[src/rtl/sprite_motion_ctrl_pkg.sv]
// Shared types for the multi-sprite motion controller: move directions,
// per-sprite FSM states and the keyboard scan codes that select them.
package sprite_pkg;

  typedef enum logic [2:0] {NONE, L, R, U, D} dir_e;

  typedef enum logic [1:0] {IDLE, HELD, BLOCKED} state_e;

  localparam logic [7:0] KEY_A = 8'h04;
  localparam logic [7:0] KEY_D = 8'h07;
  localparam logic [7:0] KEY_S = 8'h16;
  localparam logic [7:0] KEY_W = 8'h1A;

  function automatic dir_e decode_key(input logic [7:0] code);
    case (code)
      KEY_A:   return L;
      KEY_D:   return R;
      KEY_S:   return D;
      KEY_W:   return U;
      default: return NONE;
    endcase
  endfunction

endpackage

[src/rtl/sprite_motion_ctrl_if.sv]
// Keycode/collision inputs and packed sprite position outputs between the
// USB keycode path, the motion controller and the colour mapper.
interface sprite_motion_ctrl_if #(
  parameter int NUM_SPRITES = 2,
  parameter int COORD_W     = 10
);

  logic [NUM_SPRITES*8-1:0]       keycode;
  logic                           mode;
  logic [NUM_SPRITES-1:0]         collision;
  logic [NUM_SPRITES*COORD_W-1:0] spriteX;
  logic [NUM_SPRITES*COORD_W-1:0] spriteY;
  logic [COORD_W-1:0]             spriteS;
  logic [NUM_SPRITES-1:0]         blocked;

  modport master (
    output keycode, mode, collision,
    input  spriteX, spriteY, spriteS, blocked
  );

  modport slave (
    input  keycode, mode, collision,
    output spriteX, spriteY, spriteS, blocked
  );

endinterface

[src/rtl/sprite_motion_ctrl_axis_unit.sv]
// One sprite's mover: key-driven FSM with hold/auto-repeat counter,
// screen clamping and single-step collision undo.
//
//   state   | meaning
//   IDLE    | no key pressed, sprite at rest
//   HELD    | key held; stepping per mode and hold counter
//   BLOCKED | last move reverted by collision; that direction locked out
module sprite_axis_unit
  import sprite_pkg::*;
#(
  parameter int COORD_W     = 10,
  parameter int X_MIN       = 0,
  parameter int X_MAX       = 639,
  parameter int Y_MIN       = 0,
  parameter int Y_MAX       = 479,
  parameter int SIZE        = 30,
  parameter int STEP        = 1,
  parameter int X_START     = 320,
  parameter int Y_START     = 240,
  parameter int HOLD_FRAMES = 8
) (
  input  logic               frame_clk,
  input  logic               Reset,
  input  logic [7:0]         key_i,
  input  logic               mode_i,
  input  logic               collision_i,
  output logic [COORD_W-1:0] x_o,
  output logic [COORD_W-1:0] y_o,
  output logic               blocked_o
);

  localparam int CW1   = COORD_W + 1;
  localparam int CNT_W = $clog2(HOLD_FRAMES + 1);

  localparam logic signed [CW1-1:0] STEP_S = CW1'(STEP);
  localparam logic signed [CW1-1:0] X_LO   = CW1'(X_MIN + SIZE);
  localparam logic signed [CW1-1:0] X_HI   = CW1'(X_MAX - SIZE);
  localparam logic signed [CW1-1:0] Y_LO   = CW1'(Y_MIN + SIZE);
  localparam logic signed [CW1-1:0] Y_HI   = CW1'(Y_MAX - SIZE);
  localparam logic [CNT_W-1:0]      HOLD_TC = CNT_W'(HOLD_FRAMES);
  localparam logic [COORD_W-1:0]    X_RST  = COORD_W'(X_START);
  localparam logic [COORD_W-1:0]    Y_RST  = COORD_W'(Y_START);

  state_e             state_q;
  dir_e               last_dir_q;
  logic [CNT_W-1:0]   cnt_q;
  logic [COORD_W-1:0] x_q, y_q, px_q, py_q;
  logic               blocked_q;

  dir_e               dir;
  logic signed [CW1-1:0] x_next, y_next;
  logic [COORD_W-1:0] x_step_d, y_step_d;

  assign dir = decode_key(key_i);

  // Candidate position after one step in the current key direction; the
  // extra sign bit keeps a step below zero from wrapping before the clamp.
  always_comb begin
    x_next = $signed({1'b0, x_q});
    y_next = $signed({1'b0, y_q});
    case (dir)
      L:       x_next = x_next - STEP_S;
      R:       x_next = x_next + STEP_S;
      U:       y_next = y_next - STEP_S;
      D:       y_next = y_next + STEP_S;
      default: ;
    endcase
    if (x_next < X_LO)      x_next = X_LO;
    else if (x_next > X_HI) x_next = X_HI;
    if (y_next < Y_LO)      y_next = Y_LO;
    else if (y_next > Y_HI) y_next = Y_HI;
    x_step_d = x_next[COORD_W-1:0];
    y_step_d = y_next[COORD_W-1:0];
  end

  always_ff @(posedge frame_clk) begin
    if (!Reset) begin
      state_q    <= IDLE;
      last_dir_q <= NONE;
      cnt_q      <= '0;
      x_q        <= X_RST;
      y_q        <= Y_RST;
      px_q       <= X_RST;
      py_q       <= Y_RST;
      blocked_q  <= 1'b0;
    end else begin
      case (state_q)
        IDLE: begin
          if (dir != NONE) begin
            px_q       <= x_q;
            py_q       <= y_q;
            x_q        <= x_step_d;
            y_q        <= y_step_d;
            last_dir_q <= dir;
            cnt_q      <= '0;
            state_q    <= HELD;
          end
        end
        HELD: begin
          // The undo takes priority over whatever the key is doing this frame.
          if (collision_i) begin
            x_q       <= px_q;
            y_q       <= py_q;
            state_q   <= BLOCKED;
            blocked_q <= 1'b1;
          end else if (dir == NONE) begin
            state_q <= IDLE;
          end else if (dir != last_dir_q) begin
            px_q       <= x_q;
            py_q       <= y_q;
            x_q        <= x_step_d;
            y_q        <= y_step_d;
            last_dir_q <= dir;
            cnt_q      <= '0;
          end else begin
            if (mode_i || (cnt_q == HOLD_TC)) begin
              px_q <= x_q;
              py_q <= y_q;
              x_q  <= x_step_d;
              y_q  <= y_step_d;
            end
            if (cnt_q != HOLD_TC) cnt_q <= cnt_q + CNT_W'(1);
          end
        end
        BLOCKED: begin
          if (dir == NONE) begin
            state_q   <= IDLE;
            blocked_q <= 1'b0;
          end else if (dir != last_dir_q) begin
            px_q       <= x_q;
            py_q       <= y_q;
            x_q        <= x_step_d;
            y_q        <= y_step_d;
            last_dir_q <= dir;
            cnt_q      <= '0;
            state_q    <= HELD;
            blocked_q  <= 1'b0;
          end
        end
        default: begin
          state_q   <= IDLE;
          blocked_q <= 1'b0;
        end
      endcase
    end
  end

  assign x_o       = x_q;
  assign y_o       = y_q;
  assign blocked_o = blocked_q;

endmodule

[src/rtl/sprite_motion_ctrl.sv]
// Multi-sprite motion controller: one independent axis unit per sprite,
// with keycode slicing and position packing onto the shared interface.
module sprite_motion_ctrl
  import sprite_pkg::*;
#(
  parameter int NUM_SPRITES = 2,
  parameter int COORD_W     = 10,
  parameter int X_MIN       = 0,
  parameter int X_MAX       = 639,
  parameter int Y_MIN       = 0,
  parameter int Y_MAX       = 479,
  parameter int SIZE        = 30,
  parameter int STEP        = 1,
  parameter int X_START     = 320,
  parameter int Y_START     = 240,
  parameter int HOLD_FRAMES = 8
) (
  input  logic                 frame_clk,
  input  logic                 Reset,
  sprite_motion_ctrl_if.slave  bus
);

  assign bus.spriteS = COORD_W'(SIZE);

  for (genvar i = 0; i < NUM_SPRITES; i++) begin : g_sprite
    logic [COORD_W-1:0] x, y;
    logic               blk;

    sprite_axis_unit #(
      .COORD_W    (COORD_W),
      .X_MIN      (X_MIN),
      .X_MAX      (X_MAX),
      .Y_MIN      (Y_MIN),
      .Y_MAX      (Y_MAX),
      .SIZE       (SIZE),
      .STEP       (STEP),
      .X_START    (X_START),
      .Y_START    (Y_START),
      .HOLD_FRAMES(HOLD_FRAMES)
    ) u_axis (
      .frame_clk  (frame_clk),
      .Reset      (Reset),
      .key_i      (bus.keycode[8*i +: 8]),
      .mode_i     (bus.mode),
      .collision_i(bus.collision[i]),
      .x_o        (x),
      .y_o        (y),
      .blocked_o  (blk)
    );

    assign bus.spriteX[COORD_W*i +: COORD_W] = x;
    assign bus.spriteY[COORD_W*i +: COORD_W] = y;
    assign bus.blocked[i]                    = blk;
  end

endmodule

[src/flat_wrapper.sv]
// flat-port wrapper written by rule: the top's interface ports become plain ports
module sprite_motion_ctrl_flat import sprite_pkg::*;
#(
  parameter int NUM_SPRITES = 2,
  parameter int COORD_W     = 10,
  parameter int X_MIN       = 0,
  parameter int X_MAX       = 639,
  parameter int Y_MIN       = 0,
  parameter int Y_MAX       = 479,
  parameter int SIZE        = 30,
  parameter int STEP        = 1,
  parameter int X_START     = 320,
  parameter int Y_START     = 240,
  parameter int HOLD_FRAMES = 8
)
  (frame_clk, Reset, bus_keycode, bus_mode, bus_collision, bus_spriteX, bus_spriteY, bus_spriteS, bus_blocked);
  sprite_motion_ctrl_if #(.NUM_SPRITES(NUM_SPRITES), .COORD_W(COORD_W)) bus_i ();
  input  logic frame_clk;
  input  logic Reset;
  input wire logic [$bits(bus_i.keycode)-1:0] bus_keycode;
  input wire logic [$bits(bus_i.mode)-1:0] bus_mode;
  input wire logic [$bits(bus_i.collision)-1:0] bus_collision;
  output wire logic [$bits(bus_i.spriteX)-1:0] bus_spriteX;
  output wire logic [$bits(bus_i.spriteY)-1:0] bus_spriteY;
  output wire logic [$bits(bus_i.spriteS)-1:0] bus_spriteS;
  output wire logic [$bits(bus_i.blocked)-1:0] bus_blocked;
  assign bus_i.keycode = bus_keycode;
  assign bus_i.mode = bus_mode;
  assign bus_i.collision = bus_collision;
  assign bus_spriteX = bus_i.spriteX;
  assign bus_spriteY = bus_i.spriteY;
  assign bus_spriteS = bus_i.spriteS;
  assign bus_blocked = bus_i.blocked;
  sprite_motion_ctrl #(.NUM_SPRITES(NUM_SPRITES), .COORD_W(COORD_W), .X_MIN(X_MIN), .X_MAX(X_MAX), .Y_MIN(Y_MIN), .Y_MAX(Y_MAX), .SIZE(SIZE), .STEP(STEP), .X_START(X_START), .Y_START(Y_START), .HOLD_FRAMES(HOLD_FRAMES)) u_core (.frame_clk(frame_clk), .Reset(Reset), .bus(bus_i));
endmodule
[config.mk]
export PLATFORM = sky130hd
export DESIGN_NAME = sprite_motion_ctrl_flat
export DESIGN_NICKNAME = d
export VERILOG_FILES = /design/src/rtl/sprite_motion_ctrl_pkg.sv /design/src/rtl/sprite_motion_ctrl_if.sv /design/src/rtl/sprite_motion_ctrl_axis_unit.sv /design/src/rtl/sprite_motion_ctrl.sv /design/src/flat_wrapper.sv
export SDC_FILE = /design/constraint.sdc
export NUM_CORES = 1
export LEC_CHECK = 0
export CORE_MARGIN = 2
export CORE_UTILIZATION = 50
export CTS_BUF_LIST = sky130_fd_sc_hd__clkbuf_8 sky130_fd_sc_hd__clkbuf_16
export DETAILED_ROUTE_END_ITERATION = 16
export PLACE_DENSITY = 0.81
export REMOVE_ABC_BUFFERS = 1
export SYNTH_ARGS = -nofsm -noshare
export SYNTH_HDL_FRONTEND = slang
export SYNTH_SLANG_ARGS = --single-unit
[constraint.sdc]
create_clock -name frame_clk -period 4.7 [get_ports frame_clk]
set_input_delay 0.47 -clock frame_clk [delete_from_list [all_inputs] [get_ports frame_clk]]
set_output_delay 0.47 -clock frame_clk [all_outputs]
set_load 0.05 [all_outputs]
## Word-level counts from Yosys, hierarchy flattened

Index checks and enable logic that the tools add are counted.

- Register bits: 100
- Output and inout port bits: 52
- Word-level logic and storage cells: 232

- Add/sub/neg operators: 10
- Magnitude comparators: 8
- Eq/ne operators: 50
- Mux-type cells: 124
- Bitwise gates (word level): 2
- Reduce and logical (&&, ||, !) cells: 22

Operators with widths:

| operator | number |
|---|---|
| $mux 10 | 64 |
| $pmux 10 s3 | 8 |
| $pmux 11 s2 | 4 |
| $mux 4 | 14 |
| $add 10x1->11 const B | 4 |
| $lt 11x6->1 const B | 4 |
| $sub 10x1->11 const B | 4 |
| $eq 8x3->1 const B | 4 |
| $eq 8x5->1 const B | 4 |
| $ne 3x3->1 const B | 10 |
| $reduce_and 7->1 | 4 |
| $mux 3 | 8 |
| $ne 2x2->1 const B | 12 |
| $pmux 3 s4 | 2 |
| $pmux 4 s3 | 2 |
| $gt 11x10->1 const B | 2 |
| $gt 11x11->1 const B | 2 |
| $mux 2 | 10 |
| $pmux 3 s3 | 2 |
| $reduce_and 3->1 | 6 |
| $ne 4x4->1 const B | 4 |
| $eq 3x2->1 const B | 4 |
| $pmux 2 s3 | 2 |
| $reduce_and 6->1 | 2 |
| 14 further kinds | 34 |

## Depth between registers and ports, before layout

- Depth after elaboration: 12
- Mapped depth: 15
- Depth with buffers taken out: 13

## Modules after synthesis

From an unflattened synthesis, not the netlist that was laid out.

- Cells, all modules: 1046
- Area total of the unflattened synthesis: 8122.8 µm²

By module, submodules not included:

| module | times used | cells an instance | area each (µm²) | seq. area each (µm²) |
|---|---|---|---|---|
| sprite_axis_unit (u_core.g_sprite[1].u_axis) | 1 | 525 | 4085.2 | 1001.0 |
| sprite_axis_unit (u_core.g_sprite[0].u_axis) | 1 | 507 | 3940.0 | 1001.0 |
| sprite_motion_ctrl | 1 | 14 | 97.6 | 0.0 |

## Worst setup path after synthesis

OpenSTA, ideal clock, no wires.

- Kind: input port to flip-flop
- Start point: input port bus_keycode[13]
- End point: register u_core.g_sprite[1].u_axis.y_q[6]
- Library setup time: 144 ps
- Arrival: 3916 ps
- Slack: 640 ps
- Stages on the path: 14
- Path through: or3_1 -> buf_2 -> nor4b_4 -> inv_1 -> ha_1 -> a211o_1 -> a2111oi_0 -> o21ai_0 -> a221o_1 -> nand2b_1 -> or4_1 -> buf_2 -> o2111ai_1 -> a41oi_1

- Word-level cells in the longest chain between the ends: 12
- Elaborated cells between the ends (all ways): 29
- Classes of those cells: order compare (2); eq/ne (12); mux (12); reduce/logical (3)

Ends and longest elaborated chain:

| element | line | source |
|---|---|---|
| start: declaration | flat_wrapper.sv:20 | `input wire logic [$bits(bus_i.keycode)-1:0] bus_keycode;` |
| $eq 8x5->1 / $eq 8x3->1 (equally long branches) | sprite_motion_ctrl_pkg.sv:15 | `case (code)` |
| $pmux 3 s4 * | sprite_motion_ctrl_pkg.sv:15 |  |
| $eq 3x3->1 / $eq 3x2->1 (equally long branches) | sprite_motion_ctrl_axis_unit.sv:61 | `case (dir)` |
| $pmux 11 s2 | sprite_motion_ctrl_axis_unit.sv:61 |  |
| $gt 11x10->1 | sprite_motion_ctrl_axis_unit.sv:71 | `else if (y_next > Y_HI) y_next = Y_HI;` |
| $mux 10 | sprite_motion_ctrl_axis_unit.sv:71 |  |
| $mux 10 | sprite_motion_ctrl_axis_unit.sv:70 | `if (y_next < Y_LO) y_next = Y_LO;` |
| $mux 10 | sprite_motion_ctrl_axis_unit.sv:116 | `if (mode_i \|\| (cnt_q == HOLD_TC)) begin` |
| $mux 10 | sprite_motion_ctrl_axis_unit.sv:108 | `end else if (dir != last_dir_q) begin` |
| $mux 10 | sprite_motion_ctrl_axis_unit.sv:106 | `end else if (dir == NONE) begin` |
| $mux 10 | sprite_motion_ctrl_axis_unit.sv:101 | `if (collision_i) begin` |
| $pmux 10 s3 | sprite_motion_ctrl_axis_unit.sv:87 | `case (state_q)` |
| end signal: assignment | sprite_motion_ctrl_axis_unit.sv:93 | `y_q <= y_step_d;` |
| end signal: assignment | sprite_motion_ctrl_axis_unit.sv:103 | `y_q <= py_q;` |
| end signal: assignment | sprite_motion_ctrl_axis_unit.sv:112 | `y_q <= y_step_d;` |
| end: declaration | sprite_motion_ctrl_axis_unit.sv:47 | `logic [COORD_W-1:0] x_q, y_q, px_q, py_q;` |

Every way passes the cells marked *; elsewhere a longest branch is shown, timed or not. The select of a mux whose other input is x is not followed.
A chain may end at the register's enable or synchronous reset.

## Final worst setup path

- Start point: input port bus_keycode[3]
- End point: register u_core.g_sprite[0].u_axis.x_q[1]

- Word-level cells in the longest chain between the ends: 12
- Elaborated cells between the ends (all ways): 29
- Classes of those cells: order compare (2); eq/ne (12); mux (12); reduce/logical (3)

Ends and longest elaborated chain:

| element | line | source |
|---|---|---|
| $eq 8x5->1 / $eq 8x3->1 (equally long branches) | sprite_motion_ctrl_pkg.sv:15 |  |
| $pmux 3 s4 * | sprite_motion_ctrl_pkg.sv:15 |  |
| $eq 3x2->1 / $eq 3x1->1 (equally long branches) | sprite_motion_ctrl_axis_unit.sv:61 |  |
| $pmux 11 s2 | sprite_motion_ctrl_axis_unit.sv:61 |  |
| $gt 11x11->1 | sprite_motion_ctrl_axis_unit.sv:69 | `else if (x_next > X_HI) x_next = X_HI;` |
| $mux 10 | sprite_motion_ctrl_axis_unit.sv:69 |  |
| $mux 10 | sprite_motion_ctrl_axis_unit.sv:68 | `if (x_next < X_LO) x_next = X_LO;` |
| $mux 10 | sprite_motion_ctrl_axis_unit.sv:116 |  |
| $mux 10 | sprite_motion_ctrl_axis_unit.sv:108 |  |
| $mux 10 | sprite_motion_ctrl_axis_unit.sv:106 |  |
| $mux 10 | sprite_motion_ctrl_axis_unit.sv:101 |  |
| $pmux 10 s3 | sprite_motion_ctrl_axis_unit.sv:87 |  |
| end signal: assignment | sprite_motion_ctrl_axis_unit.sv:92 | `x_q <= x_step_d;` |
| end signal: assignment | sprite_motion_ctrl_axis_unit.sv:102 | `x_q <= px_q;` |
| end signal: assignment | sprite_motion_ctrl_axis_unit.sv:111 | `x_q <= x_step_d;` |
| end: declaration | sprite_motion_ctrl_axis_unit.sv:47 |  |

Marked as above.

==> summary.txt <==
Routing
  – Vias per inst: 6.11
  – DR WL/cell: 15.5 µm
  – Iter 0 DRT Violations: 627
  – Post-Route WL: 19200 µm
  – Pre-antenna DRT Iters: 5
  – DRT antenna net count: 0
  – Via count: 7564
  – DRC viols: 0

Clocking
  – Total clock buffers created by CTS: 9
  – CTS tree: done
  – Clock Path Buffers: 2
  – Post-CTS Hold Fix Bufs: 0
  – Post-CTS Resized: 0
  – Clock slew seen by the registers of the worst setup and hold paths: 0.07 ns
  – CTS Root Cell: clkbuf_16
  – H-tree depth: 3
  – Post-CTS setup buffer count: 0
  – Clock Sink Count: 100
  – Later-pin clock latency in the skew report: 0.35 ns

Setup path
  – R2r setup slk: 1.49 ns
  – CP arrival: 4.45 ns
  – Max FO, Critical Path: 8
  – Worst Setup SP: bus_keycode[3]
  – Worst flop-to-flop path endpoint: u_core.g_sprite[1].u_axis.y_o[4]$_SDFFE_PN1P_
  – Reg2Reg Launch Point: u_core.g_sprite[1].u_axis.y_o[1]$_SDFFE_PN0P_
  – Setup crit start kind: input port
  – CP endpoint: u_core.g_sprite[0].u_axis.x_o[1]$_SDFFE_PN0P_
  – Largest stage delay on the critical path: 0.56 ns
  – Crit. End Element: flop
  – Worst reg-to-reg path cell count: 10
  – Slowest CP cell: or3_1
  – Critical path class: input port to flop
  – Most frequent CP cell: a211oi_1
  – CP Cell Sequence: clkdlybuf4s50_1, or3b_1, or3_1, ha_1, a211oi_1, o21bai_1, a211oi_1, nor4_4, o211ai_1, a22oi_1, o21a_1, o32ai_1
  – Critical path required time: 4.95 ns

Min path
  – Worst Hold Class: flop to flop
  – Hold Crit Depth: 2

Floorplan
  – Die area: 16600 µm²
  – Starting Density: 0.513
  – Placeable Area: 15200 µm²
  – Chip width: 129 µm
  – Die span in y: 129 µm
  – Row Count: 45
  – # IOs: 73

Yosys
  – Synth warn: 0
  – Share of flip-flops with an asynchronous set or reset: 0
  – Distinct cells, synth: 89
  – Synth area leader: dfxtp_1
  – Synth area leaders: dfxtp_1 (26%), ha_1 (8.0%), nor2_1 (5.0%), nand2_1 (4.7%), mux2i_1 (4.5%)
  – Avg Cell Area, Syn: 7.84 µm²
  – Cell Area, Synth: 7790 µm²
  – Yosys reg bits: 100
  – Prevailing post-synth register cell: dfxtp_1
  – Number of synthesized flops with an enable pin: 0
  – Dominant cell by count in the synthesized netlist: nor2_1
  – Sequential area share after synthesis: 0.257
  – Area share of the largest cell type after synthesis: 0.257
  – Synth Instances: 994
  – Most frequent cells after synthesis: nor2_1 (103), dfxtp_1 (100), nand2_1 (97)

Timing
  – Fin crit share: 0.892
  – Max-slew violations: 0
  – Max frequency: 238 MHz
  – Crit path time final: 4.19 ns
  – Unrepaired setup endpoints after global routing: false
  – Fin. Hold Viols: 0
  – Post-route setup TNS: 0 ns
  – Slew margin rel.: 0.251
  – Skew final: 0.0107 ns
  – Setup violations, final: 0
  – Worst-margin pin slew: 1.12 ns

Final layout
  – Antenna diodes: 0
  – # fillers: 1341
  – Area growth syn-to-layout: 14.1%
  – Fraction of layout instances using a drive strength above 1: 0.0705
  – Final nets: 1119

Status
  – Status: finished, final reports clean

Job
  – Maxcap violations: 0

Global route
  – Gr usage total: 0.231
  – Remaining global-route overflow: 0
  – Initial antenna violation count: 0
  – Number of global-route vias before repair: 6903
  – First-pass GRT wire length: 32000 µm
  – Largest net degree at the start of global routing: 54

Power
  – Pwr dens: 270 nW/µm²
  – Leak Pwr: 3.44 nW
  – Total power: 2.40 mW
  – VDD IR-drop max: 0.000190 V

Placed design
  – Detail Placement HPWL: 13800 µm
  – Global placement routability congestion: 0.900
  – Port bufs: 62
state kept, by name, summed over array words and instances, names as in the netlist:
name and flops:
u_core.g_sprite.u_axis.blocked_o 2, u_core.g_sprite.u_axis.cnt_q 8, u_core.g_sprite.u_axis.last_dir_q 6, u_core.g_sprite.u_axis.px_q 20
u_core.g_sprite.u_axis.py_q 20, u_core.g_sprite.u_axis.state_q 4, u_core.g_sprite.u_axis.x_o 20, u_core.g_sprite.u_axis.y_o 20
cell usage in the layout, fill, tap and decap left out, drive strengths merged, types with 12 or more instances in the layout:
cell | Yosys | final
nor2 | 105 | 105
nand2 | 97 | 97
ha | 50 | 50
xnor2 | 17 | 17
clkdlybuf4s50 | 0 | 61
buf | 31 | 29
nor3 | 27 | 27
o21a | 12 | 12
a211oi | 18 | 18
a21oi | 63 | 63
nand3 | 41 | 41
o31ai | 15 | 15
nand2b | 12 | 12
nand4 | 12 | 12
mux2i | 35 | 35
o21ai | 71 | 71
dfxtp | 100 | 100
o211ai | 28 | 28
inv | 27 | 32
metal layers:
layer / vias up / wire, µm / track usage
met5: - / 0 / 0
met1: 3525 / 8760 / 0.292
met2: 201 / 9220 / 0.409
met4: 0 / 338 / 0.0633
li1: 3811 / - / -
met3: 27 / 889 / 0.0337
cells by family (layout without fill, tap and decap cells):
kind of cell / count (synthesis) / after routing / share of synthesized area
simple gates: 370 / 370 / 0.236
compound gates: 317 / 317 / 0.284
buf+inv: 86 / 133 / 0.0522
flops: 100 / 100 / 0.257
xor+xnor: 28 / 28 / 0.0315
mux: 37 / 37 / 0.0479
fa+ha+maj: 54 / 54 / 0.0906
other cells: 2 / 10 / 0.000964
power breakdown:
part | switching (mW) | internal, mW
logic | 0.449 | 0.275
registers | 0.0449 | 0.877
clock network | 0.335 | 0.418
worst max-delay path: cells and delay by family:
| family | cells | cell delay (ns) |
|---|---|---|
| compound gates | 7 | 2.00 |
| simple gates | 3 | 1.08 |
| buf+inv | 1 | 0.54 |
| fa+ha+maj | 1 | 0.35 |
per-stage QoR:
stage	area (µm²)	worst slack (ns)	hold slack, ns	util	std cells
2_1_floorplan	7520	0.653	0.436	-	943
5_1_grt	8890	0.100	0.498	0.585	1237
3_5_place_dp	8590	0.157	0.456	0.565	1221
6_report	8890	0.506	0.465	0.585	1237
3_3_place_gp	8590	0.221	0.449	0.565	1221
4_1_cts	8890	0.527	0.467	0.585	1237
final cells by class:
class,count,area [µm²],share of cell area
Multi-Input combinational cell,816,5420,0.610
Sequential cell,100,2000,0.225
Timing Repair Buffer,90,826,0.0929
Tap cell,188,235,0.0265
Clock buffer,9,225,0.0253
Inverter,27,101,0.0114
Clock inverter,7,75.1,0.00845
worst min path at each step:
stage | from | endpoint | slack (ns)
3_3_place_gp | u_core.g_sprite[1].u_axis.py_q[7]$_SDFFE_PN1P_ | u_core.g_sprite[1].u_axis.py_q[7]$_SDFFE_PN1P_ | 0.45
5_1_grt | u_core.g_sprite[0].u_axis.px_q[3]$_SDFFE_PN0P_ | u_core.g_sprite[0].u_axis.px_q[3]$_SDFFE_PN0P_ | 0.50
4_1_cts | u_core.g_sprite[0].u_axis.py_q[8]$_SDFFE_PN0P_ | u_core.g_sprite[0].u_axis.py_q[8]$_SDFFE_PN0P_ | 0.47
6_report | u_core.g_sprite[0].u_axis.py_q[8]$_SDFFE_PN0P_ | u_core.g_sprite[0].u_axis.py_q[8]$_SDFFE_PN0P_ | 0.47
2_1_floorplan | u_core.g_sprite[1].u_axis.py_q[7]$_SDFFE_PN1P_ | u_core.g_sprite[1].u_axis.py_q[7]$_SDFFE_PN1P_ | 0.44
3_5_place_dp | u_core.g_sprite[1].u_axis.py_q[7]$_SDFFE_PN1P_ | u_core.g_sprite[1].u_axis.py_q[7]$_SDFFE_PN1P_ | 0.46
No activity file was read; power rests on OpenSTA's default activity.
